File: src/rtl/regfile_wr_arbiter.sv
// Round-robin write arbiter for a register bank with a hardware zeroing sweep.
// Register 0 is hardwired zero and is never enabled.
module regfile_wr_arbiter #(
    parameter int NREQ   = 4,
    parameter int DATA_W = 32,
    parameter int ADDR_W = 5
) (
    input  logic                     clk,
    input  logic                     clr_n,
    input  logic [NREQ-1:0]          req_valid,
    input  logic [NREQ*ADDR_W-1:0]   req_addr,
    input  logic [NREQ*DATA_W-1:0]   req_data,
    output logic [NREQ-1:0]          req_ready,
    input  logic                     sweep_start,
    output logic                     sweep_busy,
    output logic                     sweep_done,
    output logic [(2**ADDR_W)-1:0]   wr_en,
    output logic [DATA_W-1:0]        wr_data
);

    localparam int NREG  = 2**ADDR_W;
    localparam int PTR_W = (NREQ > 1) ? $clog2(NREQ) : 1;
    localparam logic [ADDR_W-1:0] LAST_IDX = ADDR_W'(NREG - 1);

    typedef enum logic [0:0] {IDLE = 1'b0, SWEEP = 1'b1} state_t;

    function automatic logic [NREG-1:0] onehot(input logic [ADDR_W-1:0] idx);
        logic [NREG-1:0] v;
        v      = '0;
        v[idx] = 1'b1;
        return v;
    endfunction

    state_t             state_r, state_s;
    logic [PTR_W-1:0]   ptr_r, ptr_s;
    logic [ADDR_W-1:0]  cnt_r, cnt_s;
    logic [NREG-1:0]    wr_en_s;
    logic [DATA_W-1:0]  wr_data_s;
    logic               busy_s, done_s;
    logic [NREQ-1:0]    grant_s;
    logic [PTR_W-1:0]   gnt_idx_s;
    logic               gnt_any_s;
    logic               arb_en_s;
    logic [ADDR_W-1:0]  gnt_addr_s;
    logic [DATA_W-1:0]  gnt_data_s;

    // Round-robin search upward from ptr_r with wrap-around; first valid wins.
    always_comb begin
        logic [PTR_W-1:0] idx_v;
        grant_s   = '0;
        gnt_idx_s = '0;
        gnt_any_s = 1'b0;
        idx_v     = '0;
        for (int j = 0; j < NREQ; j++) begin
            idx_v = PTR_W'((int'(ptr_r) + j) % NREQ);
            if (!gnt_any_s && req_valid[idx_v]) begin
                grant_s[idx_v] = 1'b1;
                gnt_idx_s      = idx_v;
                gnt_any_s      = 1'b1;
            end else begin
                gnt_any_s = gnt_any_s;
            end
        end
    end

    // Grants only in IDLE, never alongside a sweep request, never in reset.
    always_comb begin
        arb_en_s   = (state_r == IDLE) && !sweep_start && clr_n;
        req_ready  = arb_en_s ? grant_s : '0;
        gnt_addr_s = req_addr[int'(gnt_idx_s)*ADDR_W +: ADDR_W];
        gnt_data_s = req_data[int'(gnt_idx_s)*DATA_W +: DATA_W];
    end

    // Next-state and next registered-output computation.
    always_comb begin
        state_s   = state_r;
        ptr_s     = ptr_r;
        cnt_s     = cnt_r;
        wr_en_s   = '0;
        wr_data_s = wr_data;
        busy_s    = 1'b0;
        done_s    = 1'b0;
        case (state_r)
            IDLE: begin
                if (sweep_start) begin
                    state_s   = SWEEP;
                    cnt_s     = ADDR_W'(1);
                    wr_en_s   = onehot(ADDR_W'(1));
                    wr_data_s = '0;
                    busy_s    = 1'b1;
                end else if (gnt_any_s) begin
                    ptr_s     = (gnt_idx_s == PTR_W'(NREQ - 1)) ? '0 : gnt_idx_s + PTR_W'(1);
                    wr_en_s   = (gnt_addr_s == '0) ? '0 : onehot(gnt_addr_s);
                    wr_data_s = gnt_data_s;
                end else begin
                    state_s = IDLE;
                end
            end
            SWEEP: begin
                if (cnt_r == LAST_IDX) begin
                    state_s = IDLE;
                    cnt_s   = '0;
                    done_s  = 1'b1;
                end else begin
                    cnt_s   = cnt_r + ADDR_W'(1);
                    wr_en_s = onehot(cnt_r + ADDR_W'(1));
                    busy_s  = 1'b1;
                end
            end
            default: begin
                state_s = IDLE;
                cnt_s   = '0;
            end
        endcase
    end

    // State and output registers; reset discards any in-flight transfer.
    always_ff @(posedge clk or negedge clr_n) begin
        if (!clr_n) begin
            state_r    <= IDLE;
            ptr_r      <= '0;
            cnt_r      <= '0;
            wr_en      <= '0;
            wr_data    <= '0;
            sweep_busy <= 1'b0;
            sweep_done <= 1'b0;
        end else begin
            state_r    <= state_s;
            ptr_r      <= ptr_s;
            cnt_r      <= cnt_s;
            wr_en      <= wr_en_s;
            wr_data    <= wr_data_s;
            sweep_busy <= busy_s;
            sweep_done <= done_s;
        end
    end

endmodule

File: config.mk
export PLATFORM = sky130hd
export DESIGN_NAME = regfile_wr_arbiter
export DESIGN_NICKNAME = d
export VERILOG_FILES = /design/src/rtl/regfile_wr_arbiter.sv
export SDC_FILE = /design/constraint.sdc
export NUM_CORES = 1
export LEC_CHECK = 0
export CAP_MARGIN = 25
export CELL_PAD_IN_SITES_DETAIL_PLACEMENT = 0
export CELL_PAD_IN_SITES_GLOBAL_PLACEMENT = 1
export CORE_MARGIN = 3
export CORE_UTILIZATION = 30
export CTS_CLUSTER_DIAMETER = 80
export CTS_CLUSTER_SIZE = 40
export DETAILED_ROUTE_END_ITERATION = 16
export GPL_TIMING_DRIVEN = 1
export HOLD_SLACK_MARGIN = 0.05
export PLACE_DENSITY_LB_ADDON = 0.1
export RECOVER_POWER = 100
export SLEW_MARGIN = 20
export SYNTH_ARGS = -nofsm -noshare
export SYNTH_HDL_FRONTEND = slang
export SYNTH_SLANG_ARGS = --single-unit
File: constraint.sdc
create_clock -name clk -period 9.1 [get_ports clk]
set_clock_uncertainty 0.2 [all_clocks]
set_input_delay 1.365 -clock clk [delete_from_list [all_inputs] [get_ports clk]]
set_output_delay 1.365 -clock clk [all_outputs]
set_load 0.005 [all_outputs]
* Yosys cells after proc, flatten, opt, wreduce, memory -nomap -nowiden
Index checks and enable logic that the tools add are counted.
Widths: inputs -> output; s select.
** Storage, ports and cells
- Bits in registers :: 73
- Word-level logic and storage cells :: 102
- Output and inout bits :: 70
** Operators by class
- Reductions and logical operators :: 19
- Add/sub/neg operators :: 5
- $lt $le $gt $ge :: 12
- Eq/ne operators :: 3
- Shift-type cells :: 2
- Bitwise operators :: 5
- $mul :: 1
- Muxes and demuxes :: 49
** Operator list (count)
- $mux 32 :: 6
- $shiftx 128x8->32 :: 1
- $pmux 32 s2 :: 1
- $mux 4 :: 5
- $shiftx 20x6->5 :: 1
- $mux 1 :: 18
- $lt 2x3->1 const B :: 4
- $lt 5x6->1 const B :: 2
- $or 4x4->4 :: 3
- $logic_and 1x1->1 :: 11
- $demux 1 s5 :: 2
- $ge 5x1->1 const B :: 2
- $mux 2 :: 5
- $mux 5 :: 2
- $pmux 5 s2 :: 1
- $bmux 1 s2 :: 4
- $demux 1 s2 :: 4
- $ge 2x1->1 const B :: 4
- $add 5x1->5 const B :: 1
- $eq 5x5->1 const B :: 1
- $logic_not 5->1 :: 1
- $mul 2x3->5 const B :: 1
- $add 2x1->2 const B :: 2
- $add 2x2->2 const B :: 2
- other kinds (8) :: 12

* Logic depth before layout (Yosys ltp)
Gate-level depths: netlist of the first run.
- Depth in word-level cells :: 22
- Mapped depth :: 13

* Worst setup path after synthesis of the first run
OpenSTA, ideal clock, no wires.
- Kind :: input-to-output
- From :: input req_valid[1]
- To :: output req_ready[0]
- Stages :: 7
- Slack :: 4.889 ns
- Data required time :: 7.535 ns
- Arrival :: 2.646 ns
- Cell sequence :: buf_2 > and3b_1 > o211ai_4 > o41ai_2 > buf_2 > a221oi_1 > nor2_1
** Between the ends
- Word-level cells in the longest chain between the ends :: 13
- Elaborated cells on any way between the ends :: 25
- Classes of those cells :: 16 x mux; 3 x bitwise; 6 x reduce/logical
** RTL lines
- start: declaration :: line 10 : input logic [NREQ-1:0] req_valid,
- $bmux 1 s2 :: line 56 : if (!gnt_any_s && req_valid[idx_v]) begin
- $mux 1 (not written as such) :: line 56
- $mux 1 :: line 56
- $logic_not 1->1 :: line 56
- $logic_and 1x1->1 :: line 56
- $mux 1 :: line 56
- $logic_not 1->1 :: line 56
- $logic_and 1x1->1 :: line 56
- $mux 1 :: line 56
- $logic_not 1->1 :: line 56
- $logic_and 1x1->1 :: line 56
- $mux 4 * :: line 56
- $mux 4 * :: line 69 : req_ready = arb_en_s ? grant_s : '0;
- end: declaration :: line 13 : output logic [NREQ-1:0] req_ready,
Every way passes the cells marked *; elsewhere a longest branch is shown, timed or not. The select of a mux whose other input is x is not followed.

* Worst setup path in the final report of the first run
- From :: input req_valid[1]
- To :: register wr_en[8]
** Between the ends
- Word-level cells in the longest chain between the ends :: 22
- Elaborated cells on any way between the ends :: 34
- Classes of those cells :: 1 x mul; 2 x order compare; 1 x shift; 22 x mux; 8 x reduce/logical
** RTL lines
- $bmux 1 s2 :: line 56
- $mux 1 (not written as such) :: line 56
- $mux 1 :: line 56
- $logic_not 1->1 :: line 56
- $logic_and 1x1->1 :: line 56
- $mux 1 :: line 56
- $logic_not 1->1 :: line 56
- $logic_and 1x1->1 :: line 56
- [... 7 more ...]
- $logic_and 1x1->1 (not written as such) :: line 30 : v[idx] = 1'b1;
- $mux 1 (not written as such) :: line 30
- $demux 1 s5 :: line 30
- $mux 32 :: line 93 : wr_en_s = (gnt_addr_s == '0) ? '0 : onehot(gnt_addr_s);
- $mux 32 * :: line 91 : end else if (gnt_any_s) begin
- $mux 32 * :: line 85 : if (sweep_start) begin
- $pmux 32 s2 * :: line 83 : case (state_r)
- named net wr_en_s[8] :: line 37 : logic [NREG-1:0] wr_en_s;
- end signal: assignment :: line 131 : wr_en <= wr_en_s;
- end: declaration :: line 17 : output logic [(2**ADDR_W)-1:0] wr_en,
The timed path passes the listed nets; every way through them passes the cells marked *. The select of a mux whose other input is x is not followed.
A chain may end at the register's enable or synchronous reset.

==> flow_summary.json, run 1 <==
{
  "instances_no_fill": 901,
  "io_pins": 225,
  "clk_pin_slew_ns": 0.06,
  "maxCapViolCount": 3,
  "routed_wl_um": 16300,
  "relSlewSlack_pct": -56.9,
  "nFillCells": 1440,
  "drt_iter0_markers": 293,
  "drtPass1Iterations": 5,
  "synthTopCellsByCount": "79 x nand2_1, 77 x mux2i_1, 73 x dfrtp_1, 32 x a32o_1, 23 x nor2_1",
  "cts_root_buf": "clkbuf_16",
  "hold_viol_final": 0,
  "ir_worst_vdd_mv": 0.155,
  "synth_top_area_share_pct": 38.2,
  "cts_setup_buffers": 0,
  "slew_violations": 92,
  "syn_inst": 479,
  "die_x_um": 132,
  "ys_types": 51,
  "num_vias": 4693,
  "antenna_found_initial": 0,
  "syn_avg_cell_area_sq_um": 9.98,
  "synthMostInstantiatedCell": "nand2_1",
  "synthTopCellsByArea": "dfrtp_1 38%, mux2i_1 16%, a32o_1 6.7%",
  "p_leak_nw": 3.29,
  "power_density_mw_per_mm2": 309,
  "final.min_clock_period_ns": 6.19,
  "drive_gt1_share_pct": 5.22,
  "ys.flop_type": "dfrtp_1",
  "dpl_cell_area_sq_mm": 0.00719,
  "overflow": 0,
  "cp.required_ns": 9.07,
  "grt_pass1_wl_um": 25800,
  "drt.antenna.violating_nets": 0,
  "synth_fp_nets": 647,
  "power_mw": 2.31,
  "start_kind": "input port",
  "io_buffers": 224,
  "cts_hold_buf": 0,
  "avgViaCountPerCell": 5.21,
  "rows": 45,
  "postLayoutCellArea_sq_mm": 0.00747,
  "utilization_pct": 48.6,
  "htreeDepth": 3,
  "coreArea_sq_mm": 0.0154,
  "synth_seq_cells": 73,
  "start_util_pct": 31.1,
  "rsz0062_at_grt": "no",
  "r2r_slack_ns": 3.10,
  "synth_edf_count": 0,
  "reg2reg_depth": 10,
  "clk_path_buf_depth": 2,
  "tns_ns": 0,
  "cts-buffers-inserted": 9,
  "routabilityCongestion": 0.812,
  "grt_usage_pct": 18.4,
  "violations": "max-capacitance violations, max-slew violations",
  "drc": 0,
  "synthToLayoutAreaGrowth_pct": 56.3,
  "synth.yosys.seq_area_share_pct": 38.2,
  "cts_sinks": 73,
  "routedWlPerCell_um": 18.0,
  "die_h_um": 132,
  "placed_cells": 885,
  "min_path_cells": 1,
  "yosysTopAreaCell": "dfrtp_1",
  "outcome": "finished, violations left",
  "end_kind": "flip-flop",
  "finalNetCount": 854,
  "antenna_cells": 0,
  "multi_input_area_sq_mm": 0.00272,
  "crit_type": "input port to flip-flop",
  "timing.final.setup_violations": 0,
  "syn_area_sq_mm": 0.00478,
  "arrival_ns": 6.16,
  "insertion_delay_ns": 0.34,
  "cts_tree": "built",
  "fin_crit_sh_pct": 68.0,
  "fmax_mhz": 162,
  "cts_resized": 0,
  "die-area_sq_mm": 0.0175,
  "grt_pass1_vias": 4698,
  "hp-class": "flip-flop to flip-flop",
  "async_flop_share_pct": 100,
  "yosys_warnings": 0,
  "path_max_fanout": 55,
  "dp_hpwl_um": 12500,
  "worst_pin_slew_ns": 2.35,
  "register_area_sq_mm": 0.00183,
  "grt_max_degree": 56
}
==> metrics by stage <==
step | hold WS (ns) | setup WS (ns)
after floorplan | 0.270 | 4.89
after global placement | 0.273 | 3.80
after detailed placement | 0.280 | 3.74
after CTS | 0.293 | 3.90
after global routing | 0.300 | 2.63
final | 0.284 | 2.91
==> power breakdown <==
group          total (mW)  switching, mW  internal [mW]  leakage (nW)
Clock               0.357          0.139          0.218         0.144
Sequential          0.501         0.0747          0.426         0.969
Combinational        1.45          0.808          0.642          2.18
Total                2.31           1.02           1.29          3.29
==> cell type report <==
cell class                 count  area share (%)
tap                          211            3.53
sequential                    73            24.4
inverter                      15           0.754
timing repair buffer         231            30.9
clock inverter                 5           0.754
clock buffer                  10            3.20
multi-input combinational    356            36.4
==> layer usage <==
metal  vias up  part of all wire [%]  global-route usage (%)
met1      2275                    42                    23.6
li1       2224                     -                       -
met2       178                    50                    30.7
met4         0                   1.2                    4.79
met5         -                     0                       0
met3        16                   6.9                    5.19
==> path summary, 6_finish.rpt <==
check / from / endpoint
max reg2reg: ptr_r[0]$_DFFE_PN0P_ / wr_en[8]$_DFF_PN0_
max: req_valid[1] / wr_en[8]$_DFF_PN0_
min reg2reg: wr_data[4]$_DFFE_PN0P_ / wr_data[4]$_DFFE_PN0P_
min: wr_data[4]$_DFFE_PN0P_ / wr_data[4]$_DFFE_PN0P_
min in group asynchronous: clr_n / wr_en[14]$_DFF_PN0_
max in group asynchronous: clr_n / wr_data[6]$_DFFE_PN0P_
==> cell usage in the layout, fill, tap and decap left out, drive strengths merged, types with 4 or more instances in the layout <==
master,instances
clkdlybuf4s50,151
nand2,80
mux2i,77
dfrtp,73
dlygate4sd3,72
a32o,32
nor2,23
o32ai,21
nand3,18
inv,15
o31ai,13
ha,13
clkbuf,13
nand2b,7
o21ai,7
o311ai,6
o211ai,6
a22oi,5
nor3,5
buf,5
o2111ai,4
a221oi,4
mux2,4
==> sequential cells by signal, summed over array words and instances, names as in the netlist <==
register and count:
sweep_done 1, wr_en 32, state_r 1, ptr_r 2, cnt_r 5, wr_data 32
==> worst max-delay path, stage by stage <==
cell	delay, ns
dlygate4sd3_1	0.67
mux4_2	0.57
nor2b_1	0.29
o21ai_0	0.17
nand2_1	1.04
buf_4	0.86
o311ai_0	0.49
o211ai_1	0.46
o31ai_1	0.19
==> kinds of logic (layout without fill, tap and decap cells) <==
| logic type | count (synthesis) | count (layout) | synth area share, % |
|---|---|---|---|
| AND/OR/NAND/NOR | 144 | 144 | 13.2 |
| buffers and inverters | 50 | 261 | 4.71 |
| adder cells (fa/ha/maj) | 13 | 13 | 3.40 |
| multiplexers | 84 | 84 | 18.6 |
| XOR/XNOR | 5 | 5 | 0.916 |
| flip-flops | 73 | 73 | 38.2 |
| AO/OA/AOI/OAI | 110 | 110 | 20.9 |
(Power assumes the default switching activity.)
==> run 2, diff against run 1 <==
--- a/config.mk
+++ b/config.mk
@@ -9,7 +9,7 @@
 export CELL_PAD_IN_SITES_DETAIL_PLACEMENT = 0
 export CELL_PAD_IN_SITES_GLOBAL_PLACEMENT = 1
 export CORE_MARGIN = 3
-export CORE_UTILIZATION = 30
+export CORE_UTILIZATION = 28
 export CTS_CLUSTER_DIAMETER = 80
 export CTS_CLUSTER_SIZE = 40
 export DETAILED_ROUTE_END_ITERATION = 16
==> constraint.sdc (replaced) <==
create_clock -name clk -period 5.66 [get_ports clk]
set_clock_uncertainty 0.2 [all_clocks]
set_input_delay 0.849 -clock clk [delete_from_list [all_inputs] [get_ports clk]]
set_output_delay 0.849 -clock clk [all_outputs]
set_load 0.005 [all_outputs]
==> flow_summary.json, run 2 (synthesized netlist as in run 1, its figures left out) <==
{
  "maxCapViolCount": 2,
  "crit_type": "flip-flop to output pin",
  "coreArea_sq_mm": 0.0166,
  "grt_pass1_wl_um": 25400,
  "ir_worst_vdd_mv": 0.267,
  "fin_crit_sh_pct": 84.9,
  "cp.required_ns": 4.61,
  "path_cells": "inv_1, ha_1, mux4_2, nor2b_1, a22oi_1, nor2_1, a221oi_1, nor2_1, dlygate4sd3_1",
  "power_density_mw_per_mm2": 492,
  "cts_tree": "built",
  "final_common_cell": "clkdlybuf4s50_1",
  "drt_iter0_markers": 269,
  "critical-path-top-delay-family": "buffers and inverters",
  "htreeDepth": 3,
  "use_met3_pct": 4.26,
  "crit_path_max_incr_delay_ns": 0.70,
  "cts_resized": 0,
  "die_x_um": 137,
  "avgViaCountPerCell": 5.12,
  "routed_wl_um": 16500,
  "hold_viol_final": 0,
  "grt_pass1_vias": 4732,
  "start_util_pct": 28.7,
  "p_leak_nw": 3.30,
  "drtPass1Iterations": 5,
  "io_buffers": 224,
  "dp_hpwl_um": 12600,
  "cts_setup_buffers": 0,
  "drive_gt1_share_pct": 5.78,
  "grtUsageMet1_pct": 21.5,
  "drt.antenna.violating_nets": 0,
  "io_pins": 225,
  "postLayoutCellArea_sq_mm": 0.00751,
  "rsz0062_at_grt": "no",
  "utilization_pct": 45.1,
  "cts_sinks": 73,
  "timing.final.setup_violations": 0,
  "min_path_cells": 1,
  "cts-buffers-inserted": 9,
  "grt_max_degree": 49,
  "rows": 47,
  "antenna_found_initial": 1,
  "nFillCells": 1569,
  "cp_common_cell": "nor2_1",
  "fmax_mhz": 208,
  "start_kind": "flip-flop",
  "violations": "max-capacitance violations, max-slew violations",
  "busiest_layer": "met2",
  "die-area_sq_mm": 0.0187,
  "overflow": 0,
  "grt_use_met2_pct": 29.7,
  "arrival_ns": 3.76,
  "worst-path-stages": 9,
  "slew_violations": 77,
  "synthToLayoutAreaGrowth_pct": 57.1,
  "r2r_slack_ns": 0.96,
  "num_vias": 4684,
  "routabilityCongestion": 0.797,
  "end_kind": "output pin",
  "dpl_cell_area_sq_mm": 0.00722,
  "hp-class": "flip-flop to flip-flop",
  "outcome": "finished, violations left",
  "insertion_delay_ns": 0.34,
  "reg2reg_depth": 10,
  "grt_usage_pct": 17.5,
  "cts_hold_buf": 0,
  "final.min_clock_period_ns": 4.81,
  "path_max_fanout": 18,
  "final_cell_mix": "152 x clkdlybuf4s50_1, 79 x nand2_1, 76 x mux2i_1, 73 x dfrtp_1, 71 x dlygate4sd3_1",
  "tns_ns": 0,
  "reg_top3": "wr_data (32), wr_en (32), cnt_r (5)",
  "routedWlPerCell_um": 18.0,
  "worst_pin_slew_ns": 2.59,
  "finalNetCount": 856,
  "crit_buf_inv": 2,
  "relSlewSlack_pct": -72.8,
  "cts_root_buf": "clkbuf_16",
  "die_h_um": 137,
  "clk_path_buf_depth": 2,
  "drc": 0,
  "critPathSlowestCell": "dfrtp_1",
  "clk_pin_slew_ns": 0.06
}
## run 2: worst paths after layout
| kind | from | end |
|---|---|---|
| min in group asynchronous | clr_n | wr_en[4]$_DFF_PN0_ |
| min | wr_data[14]$_DFFE_PN0P_ | wr_data[14]$_DFFE_PN0P_ |
| max reg2reg | ptr_r[0]$_DFFE_PN0P_ | wr_data[18]$_DFFE_PN0P_ |
| max in group asynchronous | clr_n | wr_en[27]$_DFF_PN0_ |
| max | ptr_r[0]$_DFFE_PN0P_ | req_ready[0] |
| min reg2reg | wr_data[14]$_DFFE_PN0P_ | wr_data[14]$_DFFE_PN0P_ |
## run 2: per-stage QoR
stage | setup slack (ns) | hold WS [ns] | instances | power (mW)
2_1_floorplan | 2.19 | 0.270 | 479 | 2.40
3_3_place_gp | 1.01 | 0.275 | 896 | 3.15
3_5_place_dp | 1.18 | 0.281 | 897 | 3.19
4_1_cts | 1.02 | 0.242 | 912 | 3.82
5_1_grt | 0.509 | 0.307 | 913 | 3.97
6_report | 0.854 | 0.289 | 914 | 3.69
## run 2: per-layer routing
layer  routed length, um  up-vias
met5                   0        -
met4                 331        0
met3                1090       27
met2                8340      183
met1                6710     2246
li1                    -     2228
## run 2: layout make-up
type,count,area [sq um],area share [%]
Multi-Input combinational cell,356,2740,36.4
Timing Repair Buffer,233,2300,30.6
Sequential cell,73,1830,24.3
Tap cell,220,275,3.67
Clock buffer,12,246,3.28
Clock inverter,3,65.1,0.866
Inverter,15,56.3,0.750
Antenna cell,2,5.00,0.0666
## run 2: report_power, final
group / internal (mW) / switching, mW
sequential: 0.685 / 0.124
combinational: 0.997 / 1.27
clock: 0.395 / 0.220
==> run 3, diff against run 2 <==
--- a/config.mk
+++ b/config.mk
@@ -9,7 +9,7 @@
 export CELL_PAD_IN_SITES_DETAIL_PLACEMENT = 0
 export CELL_PAD_IN_SITES_GLOBAL_PLACEMENT = 1
 export CORE_MARGIN = 3
-export CORE_UTILIZATION = 28
+export CORE_UTILIZATION = 30
 export CTS_CLUSTER_DIAMETER = 80
 export CTS_CLUSTER_SIZE = 40
 export DETAILED_ROUTE_END_ITERATION = 16
==> constraint.sdc (replaced) <==
create_clock -name clk -period 4.96 [get_ports clk]
set_clock_uncertainty 0.2 [all_clocks]
set_input_delay 0.744 -clock clk [delete_from_list [all_inputs] [get_ports clk]]
set_output_delay 0.744 -clock clk [all_outputs]
set_load 0.005 [all_outputs]
==> flow_summary.json, run 3 (synthesized netlist as in run 1, its figures left out) <==
{
  "cts_hold_buf": 0,
  "drc": 0,
  "timing.final.setup_violations": 0,
  "die_x_um": 132,
  "dp_hpwl_um": 12400,
  "slew_violations": 76,
  "cts_root_buf": "clkbuf_16",
  "path_max_fanout": 18,
  "final_common_cell": "clkdlybuf4s50_1",
  "rsz0062_at_grt": "no",
  "utilization_pct": 49.0,
  "drive_gt1_share_pct": 6.48,
  "worst_pin_slew_ns": 2.07,
  "outcome": "finished, violations left",
  "antenna_cells": 0,
  "drt.antenna.violating_nets": 0,
  "drt_iter0_markers": 243,
  "grt_max_degree": 74,
  "grt_pass1_vias": 4699,
  "htreeDepth": 3,
  "cts_setup_buffers": 0,
  "antenna_found_initial": 0,
  "nFillCells": 1407,
  "drtPass1Iterations": 4,
  "violations": "max-capacitance violations, max-slew violations",
  "grt_usage_pct": 18.5,
  "crit_path_max_incr_delay_ns": 0.74,
  "die-area_sq_mm": 0.0175,
  "fin_crit_sh_pct": 94.1,
  "power_mw": 4.28,
  "relSlewSlack_pct": -38.1,
  "final_cell_mix": "155 x clkdlybuf4s50_1, 79 x nand2_1, 77 x mux2i_1, 73 x dfrtp_1, 68 x dlygate4sd3_1",
  "clk_path_buf_depth": 2,
  "rows": 45,
  "cts_tree": "built",
  "clk_pin_slew_ns": 0.06,
  "insertion_delay_ns": 0.34,
  "num_vias": 4624,
  "tns_ns": 0,
  "r2r_slack_ns": 0.33,
  "hold_viol_final": 0,
  "power_density_mw_per_mm2": 567,
  "maxCapViolCount": 2,
  "crit_buf_inv": 2,
  "routabilityCongestion": 0.811,
  "reg_top3": "wr_data (32), wr_en (32), cnt_r (5)",
  "critPathSlowestCell": "dfrtp_1",
  "fmax_mhz": 214,
  "p_leak_nw": 3.32,
  "grt_pass1_wl_um": 25800,
  "coreArea_sq_mm": 0.0154,
  "ir_worst_vdd_mv": 0.323,
  "cp.required_ns": 4.02,
  "cp_common_cell": "nor2_1",
  "synthToLayoutAreaGrowth_pct": 57.7,
  "crit_type": "flip-flop to output pin",
  "routed_wl_um": 16200,
  "die_h_um": 132,
  "final.min_clock_period_ns": 4.67,
  "io_buffers": 224,
  "cts-buffers-inserted": 9,
  "hp-class": "flip-flop to flip-flop",
  "start_util_pct": 31.1,
  "finalNetCount": 857,
  "dpl_cell_area_sq_mm": 0.00722,
  "register_area_sq_mm": 0.00183,
  "overflow": 0,
  "critical-path-top-delay-family": "buffers and inverters",
  "arrival_ns": 3.73,
  "end_kind": "output pin",
  "io_pins": 225,
  "postLayoutCellArea_sq_mm": 0.00754,
  "path_cells": "inv_1, ha_1, mux4_2, nor2b_4, a22oi_1, nor2_1, a221oi_1, nor2_1, dlygate4sd3_1",
  "multi_input_area_sq_mm": 0.00275,
  "start_kind": "flip-flop",
  "cts_sinks": 73,
  "cts_resized": 0,
  "routedWlPerCell_um": 17.9,
  "avgViaCountPerCell": 5.11
}
[run 3: cell count changes in the layout (fill, tap and decap cells not counted), moves of 2 or more]
cell             before  now
clkinv_4              0    2
diode_2               2    0
buf_4                 8    5
dlygate4sd3_1        71   68
clkdlybuf4s50_1     152  155
[run 3: power by group]
part	internal (mW)	switching, mW
combinational	1.17	1.46
sequential	0.781	0.138
clock	0.446	0.273
[run 3: worst paths after layout]
| path | start | to | cells after the start |
|---|---|---|---|
| setup / recovery | ptr_r[0]$_DFFE_PN0P_ | req_ready[0] | 9 |
| hold / removal | wr_data[28]$_DFFE_PN0P_ | wr_data[28]$_DFFE_PN0P_ | 1 |
| setup reg to reg | ptr_r[0]$_DFFE_PN0P_ | wr_data[26]$_DFFE_PN0P_ | 10 |
| hold reg to reg | wr_data[28]$_DFFE_PN0P_ | wr_data[28]$_DFFE_PN0P_ | 1 |
| max in group asynchronous | clr_n | wr_data[5]$_DFFE_PN0P_ | 3 |
| min in group asynchronous | clr_n | wr_en[11]$_DFF_PN0_ | 2 |
[run 3: final cells by class]
| class | count | area share [%] |
|---|---|---|
| tap | 211 | 3.50 |
| sequential | 73 | 24.2 |
| inverter | 15 | 0.747 |
| multi-input combinational | 356 | 36.5 |
| clock inverter | 7 | 1.36 |
| timing repair buffer | 234 | 30.6 |
| clock buffer | 9 | 2.99 |
[run 3: worst reg2reg max path: cells and delay by family (launching register included)]
| family | cells | cell delay [ns] |
|---|---|---|
| flops | 1 | 0.74 |
| fa+ha+maj | 1 | 0.59 |
| buf+inv | 2 | 0.62 |
| compound gates | 2 | 0.35 |
| simple gates | 3 | 1.00 |
| mux | 2 | 1.02 |
[run 3: through the flow]
step                hold slack [ns]  setup WS [ns]  instances
floorplan                     0.248           1.49        479
global placement              0.275          0.427        887
detailed placement            0.281          0.606        887
CTS                           0.295          0.319        903
global route                  0.301         0.0338        905
finish                        0.286          0.290        905
[run 3: layer usage]
layer / share of wire (%) / track usage [%]
met1: 42 / 22.6
met2: 50 / 31.7
met3: 7.0 / 6.30
met4: 1.0 / 3.93
met5: 0 / 0
